===== src/rtl/spec_rotator_pkg.sv =====
// Shared definitions for the quarter-rate spectrum rotator: mode codes,
// FSM states and the saturating/wrapping negate helper.
`timescale 1ns/1ps
package spec_rot_pkg;

  localparam logic [1:0] MODE_BYP = 2'd0;
  localparam logic [1:0] MODE_P4  = 2'd1;
  localparam logic [1:0] MODE_INV = 2'd2;
  localparam logic [1:0] MODE_M4  = 2'd3;

  // Widest rail the negate helper supports; callers sign-extend in and truncate out.
  localparam int unsigned NEG_MAXW = 64;

  typedef enum logic [1:0] {
    IDLE,
    RUN,
    EXPECT
  } state_t;

  function automatic logic [NEG_MAXW-1:0] sat_neg(input logic [NEG_MAXW-1:0] x,
                                                  input int unsigned          w,
                                                  input bit                   sat);
    logic [NEG_MAXW-1:0] min_v;
    min_v = '1 << (w - 1);
    if (sat && (x == min_v)) return ~min_v;
    return -x;
  endfunction

endpackage


===== src/rtl/spec_rotator_if.sv =====
// Sample-stream bundle between the rotator and its neighbours.
`timescale 1ns/1ps
interface spec_rotator_if #(parameter int unsigned W = 20);

  logic                en;
  logic                in_sop;
  logic signed [W-1:0] in_i;
  logic signed [W-1:0] in_q;
  logic [1:0]          mode;
  logic signed [W-1:0] out_i;
  logic signed [W-1:0] out_q;
  logic                out_valid;
  logic                out_sop;
  logic                out_eop;
  logic                sop_err;

  modport master (
    output en, in_sop, in_i, in_q, mode,
    input  out_i, out_q, out_valid, out_sop, out_eop, sop_err
  );

  modport slave (
    input  en, in_sop, in_i, in_q, mode,
    output out_i, out_q, out_valid, out_sop, out_eop, sop_err
  );

endinterface


===== src/rtl/spec_rotator_cplx_rot90.sv =====
// Combinational multiply of a complex sample by j^k, k in 0..3.
`timescale 1ns/1ps
module cplx_rot90
  import spec_rot_pkg::*;
#(
  parameter int unsigned W   = 20,
  parameter bit          SAT = 1'b1
) (
  input  logic [1:0]          k_i,
  input  logic signed [W-1:0] i_i,
  input  logic signed [W-1:0] q_i,
  output logic signed [W-1:0] i_o,
  output logic signed [W-1:0] q_o
);

  always_comb begin
    i_o = i_i;
    q_o = q_i;
    case (k_i)
      2'd1: begin
        i_o = W'(sat_neg(NEG_MAXW'(q_i), W, SAT));
        q_o = i_i;
      end
      2'd2: begin
        i_o = W'(sat_neg(NEG_MAXW'(i_i), W, SAT));
        q_o = W'(sat_neg(NEG_MAXW'(q_i), W, SAT));
      end
      2'd3: begin
        i_o = q_i;
        q_o = W'(sat_neg(NEG_MAXW'(i_i), W, SAT));
      end
      default: ;
    endcase
  end

endmodule


===== src/rtl/spec_rotator.sv =====
// Symbol-aware rotator: applies j^(m*n) per sample, restarts phase on SOP,
// generates EOP after NFFT samples and flags framing errors.
`timescale 1ns/1ps
module spec_rotator
  import spec_rot_pkg::*;
#(
  parameter int unsigned W    = 20,
  parameter int unsigned NFFT = 1024,
  parameter bit          SAT  = 1'b1
) (
  input  logic           clk,
  input  logic           rst,
  spec_rotator_if.slave  bus
);

  localparam int unsigned NW = $clog2(NFFT);

  state_t              state_q;
  logic [NW-1:0]       n_q, n_d;
  logic [1:0]          mode_q, mode_d;
  logic [1:0]          k;
  logic                last;
  logic signed [W-1:0] rot_i, rot_q;
  logic signed [W-1:0] out_i_q, out_q_q;
  logic                out_valid_q, out_sop_q, out_eop_q, sop_err_q;

  // Phase is derived from the index/mode this sample will carry, so SOP samples
  // see n=0 with the freshly presented mode.
  always_comb begin
    mode_d = bus.in_sop ? bus.mode : mode_q;
    n_d    = bus.in_sop ? '0 : n_q + 1'b1;
    last   = (n_d == NW'(NFFT - 1));
    k      = 2'd0;
    case (mode_d)
      MODE_BYP: k = 2'd0;
      MODE_P4:  k = n_d[1:0];
      MODE_INV: k = {n_d[0], 1'b0};
      MODE_M4:  k = 2'd0 - n_d[1:0];
      default:  k = 2'd0;
    endcase
  end

  cplx_rot90 #(.W(W), .SAT(SAT)) u_rot (
    .k_i (k),
    .i_i (bus.in_i),
    .q_i (bus.in_q),
    .i_o (rot_i),
    .q_o (rot_q)
  );

  always_ff @(posedge clk or posedge rst) begin
    if (rst) begin
      state_q     <= IDLE;
      n_q         <= '0;
      mode_q      <= '0;
      out_i_q     <= '0;
      out_q_q     <= '0;
      out_valid_q <= 1'b0;
      out_sop_q   <= 1'b0;
      out_eop_q   <= 1'b0;
      sop_err_q   <= 1'b0;
    end else begin
      out_valid_q <= 1'b0;
      out_sop_q   <= 1'b0;
      out_eop_q   <= 1'b0;
      sop_err_q   <= 1'b0;
      if (bus.en) begin
        if (bus.in_sop) begin
          // SOP restarts a symbol from any state; inside RUN it is an early SOP.
          sop_err_q   <= (state_q == RUN);
          state_q     <= RUN;
          mode_q      <= mode_d;
          n_q         <= n_d;
          out_valid_q <= 1'b1;
          out_sop_q   <= 1'b1;
          out_i_q     <= rot_i;
          out_q_q     <= rot_q;
        end else begin
          case (state_q)
            RUN: begin
              n_q         <= n_d;
              out_valid_q <= 1'b1;
              out_i_q     <= rot_i;
              out_q_q     <= rot_q;
              if (last) begin
                out_eop_q <= 1'b1;
                state_q   <= EXPECT;
              end
            end
            EXPECT: begin
              sop_err_q <= 1'b1;
              state_q   <= IDLE;
            end
            default: ;
          endcase
        end
      end
    end
  end

  assign bus.out_i     = out_i_q;
  assign bus.out_q     = out_q_q;
  assign bus.out_valid = out_valid_q;
  assign bus.out_sop   = out_sop_q;
  assign bus.out_eop   = out_eop_q;
  assign bus.sop_err   = sop_err_q;

endmodule


===== src/flat_wrapper.sv =====
// flat-port wrapper written by rule: the top's interface ports become plain ports
module spec_rotator_flat import spec_rot_pkg::*;
#(
  parameter int unsigned W    = 20,
  parameter int unsigned NFFT = 1024,
  parameter bit          SAT  = 1'b1
)
  (clk, rst, bus_en, bus_in_sop, bus_in_i, bus_in_q, bus_mode, bus_out_i, bus_out_q, bus_out_valid, bus_out_sop, bus_out_eop, bus_sop_err);
  spec_rotator_if #(.W(W)) bus_i ();
  input  logic clk;
  input  logic rst;
  input wire logic [$bits(bus_i.en)-1:0] bus_en;
  input wire logic [$bits(bus_i.in_sop)-1:0] bus_in_sop;
  input wire logic [$bits(bus_i.in_i)-1:0] bus_in_i;
  input wire logic [$bits(bus_i.in_q)-1:0] bus_in_q;
  input wire logic [$bits(bus_i.mode)-1:0] bus_mode;
  output wire logic [$bits(bus_i.out_i)-1:0] bus_out_i;
  output wire logic [$bits(bus_i.out_q)-1:0] bus_out_q;
  output wire logic [$bits(bus_i.out_valid)-1:0] bus_out_valid;
  output wire logic [$bits(bus_i.out_sop)-1:0] bus_out_sop;
  output wire logic [$bits(bus_i.out_eop)-1:0] bus_out_eop;
  output wire logic [$bits(bus_i.sop_err)-1:0] bus_sop_err;
  assign bus_i.en = bus_en;
  assign bus_i.in_sop = bus_in_sop;
  assign bus_i.in_i = bus_in_i;
  assign bus_i.in_q = bus_in_q;
  assign bus_i.mode = bus_mode;
  assign bus_out_i = bus_i.out_i;
  assign bus_out_q = bus_i.out_q;
  assign bus_out_valid = bus_i.out_valid;
  assign bus_out_sop = bus_i.out_sop;
  assign bus_out_eop = bus_i.out_eop;
  assign bus_sop_err = bus_i.sop_err;
  spec_rotator #(.W(W), .NFFT(NFFT), .SAT(SAT)) u_core (.clk(clk), .rst(rst), .bus(bus_i));
endmodule

===== config.mk =====
export PLATFORM = sky130hd
export DESIGN_NAME = spec_rotator_flat
export DESIGN_NICKNAME = d
export VERILOG_FILES = /design/src/rtl/spec_rotator_pkg.sv /design/src/rtl/spec_rotator_if.sv /design/src/rtl/spec_rotator_cplx_rot90.sv /design/src/rtl/spec_rotator.sv /design/src/flat_wrapper.sv
export SDC_FILE = /design/constraint.sdc
export NUM_CORES = 1
export LEC_CHECK = 0
export ABC_AREA = 1
export CORE_ASPECT_RATIO = 2
export CORE_MARGIN = 3
export CORE_UTILIZATION = 32
export DETAILED_ROUTE_END_ITERATION = 10
export SYNTH_ARGS = -nofsm -noshare
export SYNTH_HDL_FRONTEND = slang
export SYNTH_SLANG_ARGS = --single-unit

===== constraint.sdc =====
create_clock -name clk -period 2.7 [get_ports clk]
set_input_delay 0.54 -clock clk [delete_from_list [all_inputs] [get_ports clk]]
set_output_delay 0.54 -clock clk [all_outputs]
set_load 0.05 [all_outputs]

# == Yosys cells after proc, flatten, opt, wreduce, memory -nomap -nowiden ==
# Cells that the tools add are included.
# totals
regBits,58
# classes
n_reduce_logical,6
mux,38
addsub,4
eq_ne,12
# ops
cell,count
20-bit two-way mux,10
"64-bit equality test, second input constant",2
20-bit one-hot mux with 3 select lines,2
20-bit negation,2
10-bit two-way mux,3
1-bit two-way mux,18
"10-bit by 1-bit adder with 10-bit output, second input constant",1
"10-bit equality test, second input constant",1
"2-bit equality test, second input constant",5
2-bit one-hot mux with 4 select lines,1
"2-bit by 1-bit equality test with 1-bit output, second input constant",3
2-bit two-way mux,3
2-bit one-hot mux with 2 select lines,1
2-bit AND reduction,2
"3-bit by 2-bit != test with 1-bit output, second input constant",1
3-bit AND reduction,1
3-bit nonzero test,1
2-bit logical NOT,1
2-bit nonzero test,1
"1-bit by 2-bit subtractor with 2-bit output, first input constant",1

# == Longest topological paths before layout ==
# depth
depth_word,10
ltp_mapped,15

# == Hierarchy ==
# From an unflattened synthesis, not the netlist that was laid out.
# unflattened
hier_cells,774
hier_area_um2,4840.9
# by_module_without_submodules
module,area_each_um2,seq_area_each_um2,cells_each,n_inst
spec_rotator,2568.7,1451.4,306,1
cplx_rot90,2272.2,0.0,468,1

# == Worst setup path after synthesis ==
# OpenSTA, ideal clock, no wires.
# synth_timing
path_kind,reg-to-reg
from,register u_core.n_q[0]
to,register u_core.out_i_q[10] (netlist: u_core.bus.out_i[10])
required_time_ps,2582
path_buffers,2
arrival_ps,1990
path_stages_with_launch,15
setup_time_ps,118
slack_ps,593
cell_sequence,dfrtp_1 -> ha_1 -> nand2_4 -> inv_4 -> ha_1 -> nand3_1 -> nand3_2 -> nand2_4 -> buf_8 -> nand2_8 -> buf_6 -> o21ai_1 -> inv_1 -> nand2_1 -> nand2_1
# synth_via
elab_chain_len,8
word_cells_on_any_way,10
# synth_lines
item,line,source
start: declaration,spec_rotator.sv:19,"logic [NW-1:0] n_q, n_d;"
start signal: assignment,spec_rotator.sv:73,n_q <= n_d;
start signal: assignment,spec_rotator.sv:81,n_q <= n_d;
10-bit by 1-bit adder with 10-bit output *,spec_rotator.sv:31,n_d = bus.in_sop ? '0 : n_q + 1'b1;
10-bit two-way mux *,spec_rotator.sv:31,
net u_core.n_d[1],spec_rotator.sv:19,
1-bit by 2-bit subtractor with 2-bit output,spec_rotator.sv:38,MODE_M4: k = 2'd0 - n_d[1:0];
2-bit one-hot mux with 4 select lines *,spec_rotator.sv:34,case (mode_d)
2-bit equality test / 2-bit by 1-bit equality test with 1-bit output (equally long branches),spec_rotator_cplx_rot90.sv:19,case (k_i)
20-bit one-hot mux with 3 select lines *,spec_rotator_cplx_rot90.sv:19,
20-bit two-way mux,spec_rotator.sv:79,case (state_q)
20-bit two-way mux *,spec_rotator.sv:68,if (bus.in_sop) begin
end signal: assignment,spec_rotator.sv:76,out_i_q <= rot_i;
end signal: assignment,spec_rotator.sv:83,out_i_q <= rot_i;
end: declaration,spec_rotator.sv:24,"logic signed [W-1:0] out_i_q, out_q_q;"
# The timed path passes the listed nets; every way through them passes the cells marked *. The select of a mux whose other input is x is not followed.
# A chain may end at the register's enable or synchronous reset.

# == Final worst setup path ==
# layout_timing
from,input port bus_in_q[1]
to,register u_core.out_i_q[14] (netlist: u_core.bus.out_i[14])
# layout_via
elab_chain_len,7
word_cells_on_any_way,8
# layout_lines
item,line,source
start: declaration,flat_wrapper.sv:15,input wire logic [$bits(bus_i.in_q)-1:0] bus_in_q;
branches (longest 3 deep; another with 20-bit negation),-,
20-bit two-way mux *,spec_rotator_pkg.sv:26,return -x;
20-bit one-hot mux with 3 select lines *,spec_rotator_cplx_rot90.sv:19,
20-bit two-way mux,spec_rotator.sv:79,
20-bit two-way mux *,spec_rotator.sv:68,
# Every way passes the cells marked *. The select of a mux whose other input is x is not followed.

==> metrics list <==
* Logic depth of the worst register-to-register path: 14
- Post-CTS sizing: 0
* Post-route ant nets: 0
* Type of the worst setup path: primary input to flop
- Routed vias: 5732
- Gp weighted congestion: 0.9847
- Top FF cell, synth: dfrtp_1
- Setup violations remaining at the end of the flow were counted as 0.
* Max-capacitance violation count: 0
- Detailed-route DRC error count: 0
* Post-Syn Nets: 863
* Initial Utilization: 0.3314
- Yosys top cell area share: 0.2924
* Antenna diode instance count: 0
- After legalization and detailed placement, the total HPWL measured 14580 um.
- TritonCTS Buffers: 9
- After technology mapping, the gate count stands at 813.
- Final critical-path required period: 2.443 ns
* Clock Skew: 0.005436 ns
- The run finished with clean final reports.
- Across the whole layout, storage elements account for 1451 um^2.
- Counting flops and latches in the post-synthesis netlist gives 58.
- The die covers 17130 um^2.
- The worst pin sits at a relative slew slack of 0.6231.
- After floorplanning, the core was divided into 63 placement rows.
* Number of port buffers: 89
- Wire length of the first global-routing pass: 29700 um
- At the worst endpoint, the arrival time is 2.67 ns.
* Utilization of the core after routing: 0.4485
- Worst-Skew Late Latency: 0.33 ns
- Required time of the critical path: 2.92 ns
- For this run, the post-layout net count is 992.
- Buffer count from post-CTS setup fixing: 0
- For this design the ratio of total power to cell area is 627.0 nW/um^2.
- The library cell used most frequently in the layout, excluding fill and tap cells, is nand2_1.
- In this run the horizontal extent of the chip is 94.07 um.
- Of all flip-flops after synthesis, the portion carrying an async set or reset was 1.000.
- In the layout the commonest cells are nand2_1 (317), nand3_1 (89), clkdlybuf4s50_1 (89).
* Sequential area share after synthesis: 0.2924
- TritonCTS built the clock tree.
* DRC violation total after the first TritonRoute iteration: 276
- Across the VDD grid, the largest voltage drop is 0.3956 mV.
* Total Routing Usage GR: 0.2248
- Number of antenna violations at the first check in global routing: 0
* Startpoint class of the critical path: primary input
* Peak fanout along the critical path: 6
- After floorplanning, the core was sized to cover 14980 um^2.
- Fill cells: 1641
* Total of warnings raised by yosys: 0
- Slew Limit Fails: 0
* H-tree depth reported by CTS: 3
* Classification of the worst-slack hold path: primary input to async pin
- First-pass detailed-route iteration total: 6
- Max Buffers Root-to-Sink: 2
* Leftover overflow at the end of global routing: 0
* CTS clk-pin slew, worst paths: 0.05 ns
- Number of synthesized flops with an enable pin: 0
* Most area-consuming cells after synthesis: dfrtp_1 (29%), nand2_1 (24%), nand3_1 (9.0%), o21ai_0 (7.2%), inv_1 (6.4%)
- The average instance in the mapped netlist occupies 6.105 um^2.
* Sinks on the clock net: 58
- Unrepaired setup endpoints after global routing: no
- Total wirelength of the detailed-routed design: 18660 um
* Height of the die: 182.1 um
- The multi-input combinational cells in the finished layout cover a total of 2953 um^2.
- Clk Tree Root Cell: clkbuf_16
- After synthesis, the netlist uses 39 different library cells.
- Routed length per instance: 16.34 um
- The final count of hold timing violations is 0.
- In the final layout, the share of cells above drive strength 1 is 0.1077.
* Max frequency: 409.3 MHz
* Number of top-level pins: 90
- Area added between synthesis and finish: 35.34%
- Largest net degree at the start of global routing: 52
- Library cell with the largest summed area after synthesis: dfrtp_1
- Leakage power: 3.385 nW
- DR vias/cell: 5.019
- Post-cts hold buffer count: 0
* Tcrit/Tclk final: 0.9050
- Synthesized area: 4964 um^2
* Transition time of the tightest slew-check pin: 0.5654 ns
- The worst setup path is captured at a flop.
* Via count of the first global-routing pass: 6034
- Total Power: 0.004212 W
-- path summary, 6_finish.rpt --
path | slack, ns | from | end
worst max-delay path | 0.26 | bus_in_q[1] | u_core.bus.out_i[14]
worst min-delay path | 0.40 | rst | u_core.bus.out_valid
worst max register to register | 0.30 | u_core.n_q[0] | u_core.bus.out_i[3]
worst min register to register | 0.47 | u_core.bus.out_i[18] | u_core.bus.out_i[18]
max in group asynchronous | 1.61 | rst | u_core.bus.out_q[11]
min in group clk | 0.47 | u_core.bus.out_i[18] | u_core.bus.out_i[18]
-- logic make-up after synthesis --
kind of cell	Yosys count	synth area share
buf+inv	121	0.1127
simple gates	514	0.4545
xor+xnor	13	0.02294
compound gates	103	0.1074
fa+ha+maj	4	0.01008
flops	58	0.2924
-- through the flow --
| step | area [um^2] | cells | setup TNS, ns | worst slack, ns | hold WS (ns) |
|---|---|---|---|---|---|
| 4_1_cts | 6718 | 1142 | 0 | 0.2457 | 0.4108 |
| 6_report | 6718 | 1142 | 0 | 0.2565 | 0.4028 |
| 2_1_floorplan | 4964 | 813 | 0 | 0.5926 | 0.4419 |
| 3_3_place_gp | 6434 | 1126 | -0.2986 | -0.08396 | 0.4580 |
| 3_5_place_dp | 6434 | 1126 | -0.7409 | -0.1049 | 0.4644 |
| 5_1_grt | 6718 | 1142 | 0 | 0.03968 | 0.4189 |
-- sequential cells by signal (all words and copies together), names as in the netlist --
| register | cells |
|---|---|
| u_core.bus.sop_err | 1 |
| u_core.state_q | 2 |
| u_core.mode_q | 2 |
| u_core.bus.out_sop | 1 |
| u_core.bus.out_q | 20 |
| u_core.bus.out_i | 20 |
| u_core.bus.out_valid | 1 |
| u_core.bus.out_eop | 1 |
| u_core.n_q | 10 |
-- synth_stat cells, types with 6 or more instances --
| library cell | count |
|---|---|
| a21oi_1 | 6 |
| nor2_1 | 65 |
| clkbuf_1 | 12 |
| nand3_1 | 89 |
| xor2_1 | 12 |
| dfrtp_1 | 58 |
| o21ai_1 | 18 |
| inv_1 | 84 |
| buf_2 | 8 |
| o21ai_0 | 71 |
| nand2_1 | 317 |
| nand4_1 | 18 |
-- final cells by class --
cell class,instances,share of cell area
Timing Repair Buffer,150,0.2138
Clock buffer,14,0.04079
Multi-Input combinational cell,634,0.4396
Sequential cell,58,0.2161
Inverter,89,0.05197
Tap cell,195,0.03632
Clock inverter,2,0.001490
-- worst max-delay path, stage by stage --
cell and delay (ns):
clkdlybuf4s50_1 0.46, inv_1 0.10, ha_1 0.21, nand3_1 0.16
nor2_1 0.32, buf_4 0.20, nand3_1 0.08, nand2_1 0.07
nand3_1 0.11, o21ai_0 0.19, nand2_1 0.10, nand2_1 0.07
nand2_1 0.05
-- power by group --
group	switching, W	total, W	leakage, nW	internal [W]
clock network	0.000415	0.00111	0.143	0.000694
logic	0.00127	0.00195	2.52	0.000674
registers	0.000117	0.00116	0.719	0.00104
total	0.00181	0.00421	3.39	0.00241
-- routing by layer --
metal  global-route usage  share of wire
met3              0.03135          0.041
met1               0.2081           0.33
met2               0.4315           0.56
met4               0.1557          0.072
met5                    0              0
Power figures use the tool's default switching activity.
